[src/rtl/ieeedrv_pkg.sv]
// Shared types for the IEEE drive SD arbiter.
// Sequencer states and default acknowledge watchdog limit.
package ieeedrv_pkg;

  typedef enum logic [1:0] {
    SDA_IDLE = 2'd0,
    SDA_REQ  = 2'd1,
    SDA_XFER = 2'd2,
    SDA_DONE = 2'd3
  } sda_state_t;

  localparam logic [23:0] SDA_ACK_TIMEOUT = 24'hFFFFFF;

endpackage

[src/rtl/ieeedrv_rr_pick.sv]
// Round-robin picker: first set bit of pend at or after ptr,
// wrapping modulo N. Purely combinational.
module ieeedrv_rr_pick
  import ieeedrv_pkg::*;
#(
  parameter int N  = 2,
  parameter int GW = 1
) (
  input  logic [N-1:0]  pend,
  input  logic [GW-1:0] ptr,
  output logic [GW-1:0] idx,
  output logic          valid
);

  logic [2*N-1:0] rot;
  int             sum;

  always_comb begin
    rot   = {pend, pend} >> ptr;
    idx   = '0;
    valid = 1'b0;
    sum   = 0;
    for (int k = 0; k < N; k++) begin
      if (!valid && rot[k]) begin
        valid = 1'b1;
        sum   = int'(ptr) + k;
        if (sum >= N) sum = sum - N;
        idx   = GW'(sum);
      end
    end
  end

endmodule

[src/rtl/ieeedrv_sd_arb.sv]
// Shares the HPS SD block port between IEEE subdrives:
// latches load/save requests, grants round-robin, runs the handshake.
module ieeedrv_sd_arb
  import ieeedrv_pkg::*;
#(
  parameter int          SUBDRV      = 2,
  parameter logic [23:0] ACK_TIMEOUT = SDA_ACK_TIMEOUT,
  localparam int         NS          = SUBDRV - 1,
  localparam int         GW          = (SUBDRV > 1) ? $clog2(SUBDRV) : 1
) (
  input  logic                clk_sys,
  input  logic                reset,
  input  logic [NS:0]         req_rd,
  input  logic [NS:0]         req_wr,
  input  logic [NS:0][31:0]   req_lba,
  input  logic [NS:0][5:0]    req_cnt,
  input  logic [NS:0]         img_mounted,
  output logic [NS:0]         busy,
  output logic [NS:0]         done,
  output logic [NS:0]         timeout,
  output logic [GW-1:0]       grant,
  output logic                active,
  output logic [31:0]         sd_lba,
  output logic [5:0]          sd_blk_cnt,
  output logic [NS:0]         sd_rd,
  output logic [NS:0]         sd_wr,
  input  logic [NS:0]         sd_ack
);

  sda_state_t    state;
  logic [NS:0]   pend_rd;
  logic [NS:0]   pend_wr;
  logic [GW-1:0] rr_ptr;
  logic [GW-1:0] pick_idx;
  logic          pick_vld;
  logic          kind_wr;
  logic          to_flag;
  logic [23:0]   wd;
  logic [23:0]   wd_inc;

  logic [NS:0]   gsel;
  logic [NS:0]   psel;
  logic          pick_wr;
  logic          ack_g;
  logic          start;
  logic [NS:0]   act_rd;
  logic [NS:0]   act_wr;
  logic [NS:0]   clr_rd;
  logic [NS:0]   clr_wr;

  ieeedrv_rr_pick #(
    .N  (SUBDRV),
    .GW (GW)
  ) u_pick (
    .pend  (pend_rd | pend_wr),
    .ptr   (rr_ptr),
    .idx   (pick_idx),
    .valid (pick_vld)
  );

  assign gsel    = (NS+1)'(1) << grant;
  assign psel    = (NS+1)'(1) << pick_idx;
  assign pick_wr = |(pend_wr & psel);
  assign ack_g   = |(sd_ack & gsel);
  assign start   = (state == SDA_IDLE) && pick_vld;
  assign active  = (state == SDA_REQ) || (state == SDA_XFER);
  assign wd_inc  = wd + 24'd1;

  assign act_rd  = (active && !kind_wr) ? gsel : '0;
  assign act_wr  = (active &&  kind_wr) ? gsel : '0;

  // A mount only discards work that has not started yet.
  assign clr_rd  = ((start && !pick_wr) ? psel : '0)
                 | (img_mounted & ~act_rd);
  assign clr_wr  = ((start &&  pick_wr) ? psel : '0)
                 | (img_mounted & ~act_wr);

  always_ff @(posedge clk_sys) begin
    if (reset) begin
      pend_rd <= '0;
      pend_wr <= '0;
    end else begin
      pend_rd <= (pend_rd & ~clr_rd) | req_rd;
      pend_wr <= (pend_wr & ~clr_wr) | req_wr;
    end
  end

  always_ff @(posedge clk_sys) begin
    if (reset) begin
      state      <= SDA_IDLE;
      rr_ptr     <= '0;
      grant      <= '0;
      kind_wr    <= 1'b0;
      to_flag    <= 1'b0;
      wd         <= '0;
      sd_lba     <= '0;
      sd_blk_cnt <= '0;
    end else begin
      unique case (state)
        SDA_IDLE: begin
          if (pick_vld) begin
            state      <= SDA_REQ;
            grant      <= pick_idx;
            kind_wr    <= pick_wr;
            sd_lba     <= req_lba[pick_idx];
            sd_blk_cnt <= req_cnt[pick_idx];
            wd         <= '0;
            to_flag    <= 1'b0;
          end
        end
        SDA_REQ: begin
          if (ack_g) begin
            state <= SDA_XFER;
          end else if (wd_inc == ACK_TIMEOUT) begin
            state   <= SDA_DONE;
            to_flag <= 1'b1;
          end else begin
            wd <= wd_inc;
          end
        end
        SDA_XFER: begin
          if (!ack_g) state <= SDA_DONE;
        end
        SDA_DONE: begin
          state  <= SDA_IDLE;
          rr_ptr <= (grant == GW'(NS)) ? '0 : grant + GW'(1);
        end
        default: state <= SDA_IDLE;
      endcase
    end
  end

  assign sd_rd   = act_rd & {(NS+1){state == SDA_REQ}};
  assign sd_wr   = act_wr & {(NS+1){state == SDA_REQ}};
  assign done    = (state == SDA_DONE) ? gsel : '0;
  assign timeout = (state == SDA_DONE && to_flag) ? gsel : '0;
  assign busy    = pend_rd | pend_wr | (active ? gsel : '0);

endmodule
[config.mk]
export PLATFORM = sky130hd
export DESIGN_NAME = ieeedrv_sd_arb
export DESIGN_NICKNAME = d
export VERILOG_FILES = /design/src/rtl/ieeedrv_pkg.sv /design/src/rtl/ieeedrv_rr_pick.sv /design/src/rtl/ieeedrv_sd_arb.sv
export SDC_FILE = /design/constraint.sdc
export NUM_CORES = 1
export LEC_CHECK = 0
export ABC_AREA = 0
export BUFFER_PORTS_ARGS = -buffer_cell sky130_fd_sc_hd__buf_2
export CORE_AREA = 3 3 90 92
export DETAILED_ROUTE_END_ITERATION = 8
export DIE_AREA = 0 0 93 95
export PLACE_DENSITY = 0.87
export SLEW_MARGIN = 20
export SYNTH_ARGS = -nofsm -noshare
export SYNTH_HDL_FRONTEND = slang
export SYNTH_SLANG_ARGS = --single-unit
[constraint.sdc]
create_clock -name clk_sys -period 7.75 [get_ports clk_sys]
set_clock_uncertainty 0.05 [all_clocks]
set_input_delay 0 -clock clk_sys [delete_from_list [all_inputs] [get_ports clk_sys]]
set_output_delay 0 -clock clk_sys [all_outputs]
set_load 0.03 [all_outputs]
# [After elaboration in Yosys (flattened, before gate mapping)]
# Cells that the tools add are included.
# W data, S select, Z words.
[totals] regBits=72 wordCells=99
[op_classes] eq_ne=10 bitwise_logic=18 n_shift=3 order_cmp=3 muxes=31 n_addsub=5 n_reduce_logical=19
[ops] cell="$mux W24" n=3
[ops] cell="$mux W32" n=2
[ops] cell="$pmux W24 S2" n=1
[ops] cell="$add A24 B1 Y24 const B" n=1
[ops] cell="$eq A24 B24 Y1 const B" n=1
[ops] cell="$mux W2" n=11
[ops] cell="$and A2 B2 Y2" n=8
[ops] cell="$mux W6" n=2
[ops] cell="$or A2 B2 Y2" n=6
[ops] cell="$mux W1" n=10
[ops] cell="$ne A2 B2 Y1 const B" n=5
[ops] cell="$not A2 Y2" n=4
[ops] cell="$pmux W2 S4" n=1
[ops] cell="$reduce_and A4 Y1" n=2
[ops] cell="$logic_and A1 B1 Y1" n=7
[ops] cell="$eq A2 B2 Y1 const B" n=2
[ops] cell="$reduce_or A2 Y1" n=2
[ops] cell="$shl A1 B1 Y2 const A" n=2
[ops] cell="$shr A4 B1 Y2" n=1
[ops] cell="$logic_not A1 Y1" n=3
[ops] cell="$ne A3 B3 Y1 const B" n=1
[ops] cell="$reduce_and A3 Y1" n=1
[ops] cell="$add A1 B1 Y2 const B" n=1
[ops] cell="$eq A2 B1 Y1 const B" n=1
[ops] cell="other kinds (10)" n=11

# [Logic depth before layout (Yosys ltp)]
[logic_depth] depth_word=16 mapped_depth=10 depth_no_buf=9

# [By module]
# Synthesis repeated with hierarchy kept, for this count alone.
[hier_totals] cells_unflattened=530 area_unflattened_um2=4270.3
[by_module_without_submodules] mod="ieeedrv_sd_arb" instances=1 cells_per_inst=527 area_each_um2=4252.8
[by_module_without_submodules] mod="ieeedrv_rr_pick" instances=1 cells_per_inst=3 area_each_um2=17.5

# [Worst setup path before layout]
# No wires, ideal clock.
[synth_timing] kind="register to register" from="register wd[1]" to="register wd[10]" path_buffers=1 slack_ns=5.245 setup_ns=0.133 arrival_time_ns=2.322 stages_incl_launch_ff=10 path_cell_list="dfxtp_1 > ha_1 > buf_2 > nand3_1 > or3_1 > xor2_1 > or3_4 > or3_4 > nand4_1 > a31oi_1"
[synth_via] elab_chain_cells=4
[synth_rtl] element="start, declared" line_no="ieeedrv_sd_arb.sv:38" rtl="logic [23:0] wd;"
[synth_rtl] element="start signal, assigned" line_no="ieeedrv_sd_arb.sv:118" rtl="wd <= wd_inc;"
[synth_rtl] element="$add A24 B1 Y24 (*)" line_no="ieeedrv_sd_arb.sv:67" rtl="assign wd_inc = wd + 24'd1;"
[synth_rtl] element="$eq A24 B24 Y1 / $mux W24 (equally long branches)" line_no="ieeedrv_sd_arb.sv:114" rtl="end else if (wd_inc == ACK_TIMEOUT) begin"
[synth_rtl] element="$ne A2 B2 Y1 (no source line) / $mux W24 (equally long branches)"
[synth_rtl] element="$reduce_and A4 Y1 (no source line) / $pmux W24 S2 (equally long branches)"
# Every way passes the cells marked *; elsewhere a longest branch is shown, timed or not. The select of a mux whose other input is x is not followed.
# A chain may end at the register's enable or synchronous reset.

# [Worst setup path after layout]
[layout_timing] from="register wd[1]" to="register wd[0]"
[layout_via] elab_chain_cells=4
[layout_rtl] element="$add A24 B1 Y24" line_no="ieeedrv_sd_arb.sv:67"
[layout_rtl] element="$eq A24 B24 Y1" line_no="ieeedrv_sd_arb.sv:114"
[layout_rtl] element="$ne A2 B2 Y1 (no source line)"
[layout_rtl] element="$reduce_and A4 Y1 (no source line)"
# Every way passes these cells.

==> impl_metrics.toml <==
[power]
p_int_uw = 943
comb_power_share_pct = 52.7
powerDensity_nw_per_um2 = 309
switchingPower_uw = 839
power.leakage_uw = 0.00244
seqPwrFrac_pct = 29.7
ir_worst_vdd_v = 0.000233
swShare_pct = 47.1
clock_power_share_pct = 17.6

[critical_path]
path_class = "register to register"
critPathBufInv = 0
worstSetupEndpointType = "register"
rr_startpoint = "wd[1]$_SDFFE_PP0P_"
start_kind = "register"
r2r_setup_slack_ns = 4.67
setup.worst_path.end = "wd[0]$_SDFFE_PP0P_"
worst_ep_required_time_ns = 7.97
r2r_cells = 8
cp.depth = 8
crit_path_start = "wd[1]$_SDFFE_PP0P_"
timing.rr.end = "wd[0]$_SDFFE_PP0P_"
worstPathCellList = "ha_1 -> nand3_1 -> nor3_1 -> nor4b_2 -> a2bb2oi_1 -> and4_1 -> nand2_1 -> a311oi_1"
arrival_ns = 3.29
cpPeakStageDelay_ns = 0.52
cp_slowest_cell = "dfxtp_1"
crit_family = "simple AND/OR/NAND/NOR gates"
critPathMaxFanout = 10

[sta]
drv_slew = 0
setup_tns_ns = 0
fmax_mhz = 325
holdWs_ns = 0.139
finalCritPeriodShare_pct = 39.7
slew_headroom_pct = 50.0
finalCriticalPeriod_ns = 3.08
rsz0062_at_grt = "no"
worst_pin_slew_ns = 0.750
final-setup-viol-count = 0
hold_viol = 0

[logic_synthesis]
syn-cell-area_um2 = 4070
synth_top_family_by_area = "simple AND/OR/NAND/NOR gates"
synth_nets = 639
yosys.area.top_type = "dfxtp_1"
synth.distinct_cells = 62
synthAdderAreaFrac_pct = 1.85
post-synth-top-area-fraction_pct = 35.4
synthTopCellsByArea = "dfxtp_1 (35%), nand2_1 (10%), a311oi_1 (8.4%), nor2_1 (6.2%), a21oi_1 (2.7%)"
synthCells = 547
ys_seq_area_share_pct = 35.4
synth_seq_cells = 72
synth_edf_count = 0
ys.flop_type = "dfxtp_1"
synthSimpleGateAreaFrac_pct = 32.0
syn_area_per_cell_um2 = 7.43
async_reset_ff_share_pct = 0
ys_warn_count = 0
synth_xor_area_share_pct = 1.08
synth_compound_gate_area_share_pct = 23.0
synth_mux_area_share_pct = 0.492

[placement]
gp_congestion = 1.04
dp_hpwl_um = 8260
io_buffers = 135

[clock_tree]
clock_sinks = 72
cts-root-buf = "clkbuf_8"
cts_setup_buffers = 0
clk_latency_ns = 0.36
htree_levels = 3
cts_tree = "built"
ctsResizeCount = 0
clk_pin_slew_ns = 0.08
cts_hold_buf = 84
clockBufferDepth = 2
cts_buffers = 9

[route]
post_drt_wl_per_cell_um = 18.7
antenna_left = 0
first_pass_iters = 6
remaining_drc_errors = 0
drt_iter0_markers = 523
finalWirelength_um = 15700
avgViaCountPerCell = 6.24
num_vias = 5251

[floorplan]
die_area_um2 = 8840
num_rows = 31
die_h_um = 95
core_um2 = 7290
die_w_um = 93
start_util_pct = 55.8
ioPinCount = 136

[final_layout]
final_nets = 830
drive_gt1_share_pct = 23.6
final_cell_mix = "buf_2 (135), nand2_1 (112), dlygate4sd3_1 (84)"
syn_to_final_growth_pct = 42.0
mostFrequentLayoutCell = "buf_2"

[outcome]
status = "finished clean"

[global_routing]
grt_util_met3_pct = 9.80
grt_pass1_wl_um = 25100
track_usage_pct = 35.7
grt_overflow = 0
use_met2_pct = 58.2
antenna_found_initial = 1
grt_util_met1_pct = 41.4
gr-max-usage-layer = "met2"
grt_max_degree = 78
grt_pass1_vias = 5076

[run]
maxCapViolations = 0

[worst_hold_path]
hold_path_class = "input pin to register"
cell usage after synthesis, types with 3 or more instances:
master and instances:
nand4_1 13, buf_2 10, a22oi_1 5, and4_1 3, xnor2_1 3, ha_1 6
nand2b_1 3, and2_1 5, o21a_1 4, nor2_1 67, nor2b_1 5, clkbuf_1 28
inv_1 15, or4_1 5, a31oi_1 9, nor4_1 5, a21oi_1 22, dfxtp_1 72
nand3_1 14, nand3b_1 3, o31ai_1 4, or3_1 3, nand2_1 112, o21ai_0 21
nor3_1 13, o211ai_1 6, buf_1 4, a311oi_1 39
worst min path at each step:
stage,from,to,cells after the start
final,sd_ack[0],state[0]$_SDFFE_PP0P_,5
after detailed placement,req_rd[0],pend_rd[0]$_SDFF_PP0_,3
after global routing,sd_ack[0],state[0]$_SDFFE_PP0P_,5
after floorplan,req_rd[0],pend_rd[0]$_SDFF_PP0_,2
after CTS,sd_ack[0],state[0]$_SDFFE_PP0P_,5
after global placement,req_rd[0],pend_rd[0]$_SDFF_PP0_,3
routing by layer:
metal  vias up  share of wire, %
met5         -                 0
met4         0               6.8
met3       105               9.8
met2       370                47
met1      2421                36
li1       2355                 -
worst reg2reg max path, stage by stage, from the launching register on:
cell and delay (ns):
dfxtp_1 0.52, ha_1 0.45, nand3_1 0.22, nor3_1 0.39, nor4b_2 0.36, a2bb2oi_1 0.24, and4_1 0.37, nand2_1 0.10
a311oi_1 0.29
flip-flops by register name, indices dropped and copies added, names as in the netlist:
| signal | flops |
|---|---|
| grant | 1 |
| kind_wr | 1 |
| pend_rd | 2 |
| pend_wr | 2 |
| rr_ptr | 1 |
| sd_blk_cnt | 6 |
| sd_lba | 32 |
| state | 2 |
| to_flag | 1 |
| wd | 24 |
area by class of cell:
type	instances	area [µm²]
Antenna cell	1	2.50
Clock buffer	10	138
Clock inverter	5	56.3
Fill cell	454	1520
Inverter	15	56.3
Multi-Input combinational cell	415	2390
Sequential cell	72	1440
Tap cell	99	124
Timing Repair Buffer	225	1560
cell families after synthesis:
group | Yosys count
xor gates and xnor gates | 5
DFF | 72
buffers and inverters | 60
and+or+nand+nor | 272
adders and majority gates | 6
AOI/OAI and AO/OA | 130
muxes | 2
power by group through the flow:
stage	clock network, µW	registers, µW	logic, µW
final	314	529	939
after global routing	327	538	1000
after CTS	305	514	878
after detailed placement	0	521	755
after global placement	0	517	737
after floorplan	0	675	384
stage by stage:
stage	setup slack (ns)	power (µW)	instances	util [%]	area, µm²
after global placement	4.94	1250	742	65.0	4740
after CTS	4.77	1700	841	79.2	5770
after detailed placement	4.83	1280	742	65.0	4740
after floorplan	5.25	1060	547	-	4070
after global routing	4.43	1870	842	79.2	5770
final	4.67	1780	842	79.2	5770
Note: power is estimated with default switching activity, not from simulation.
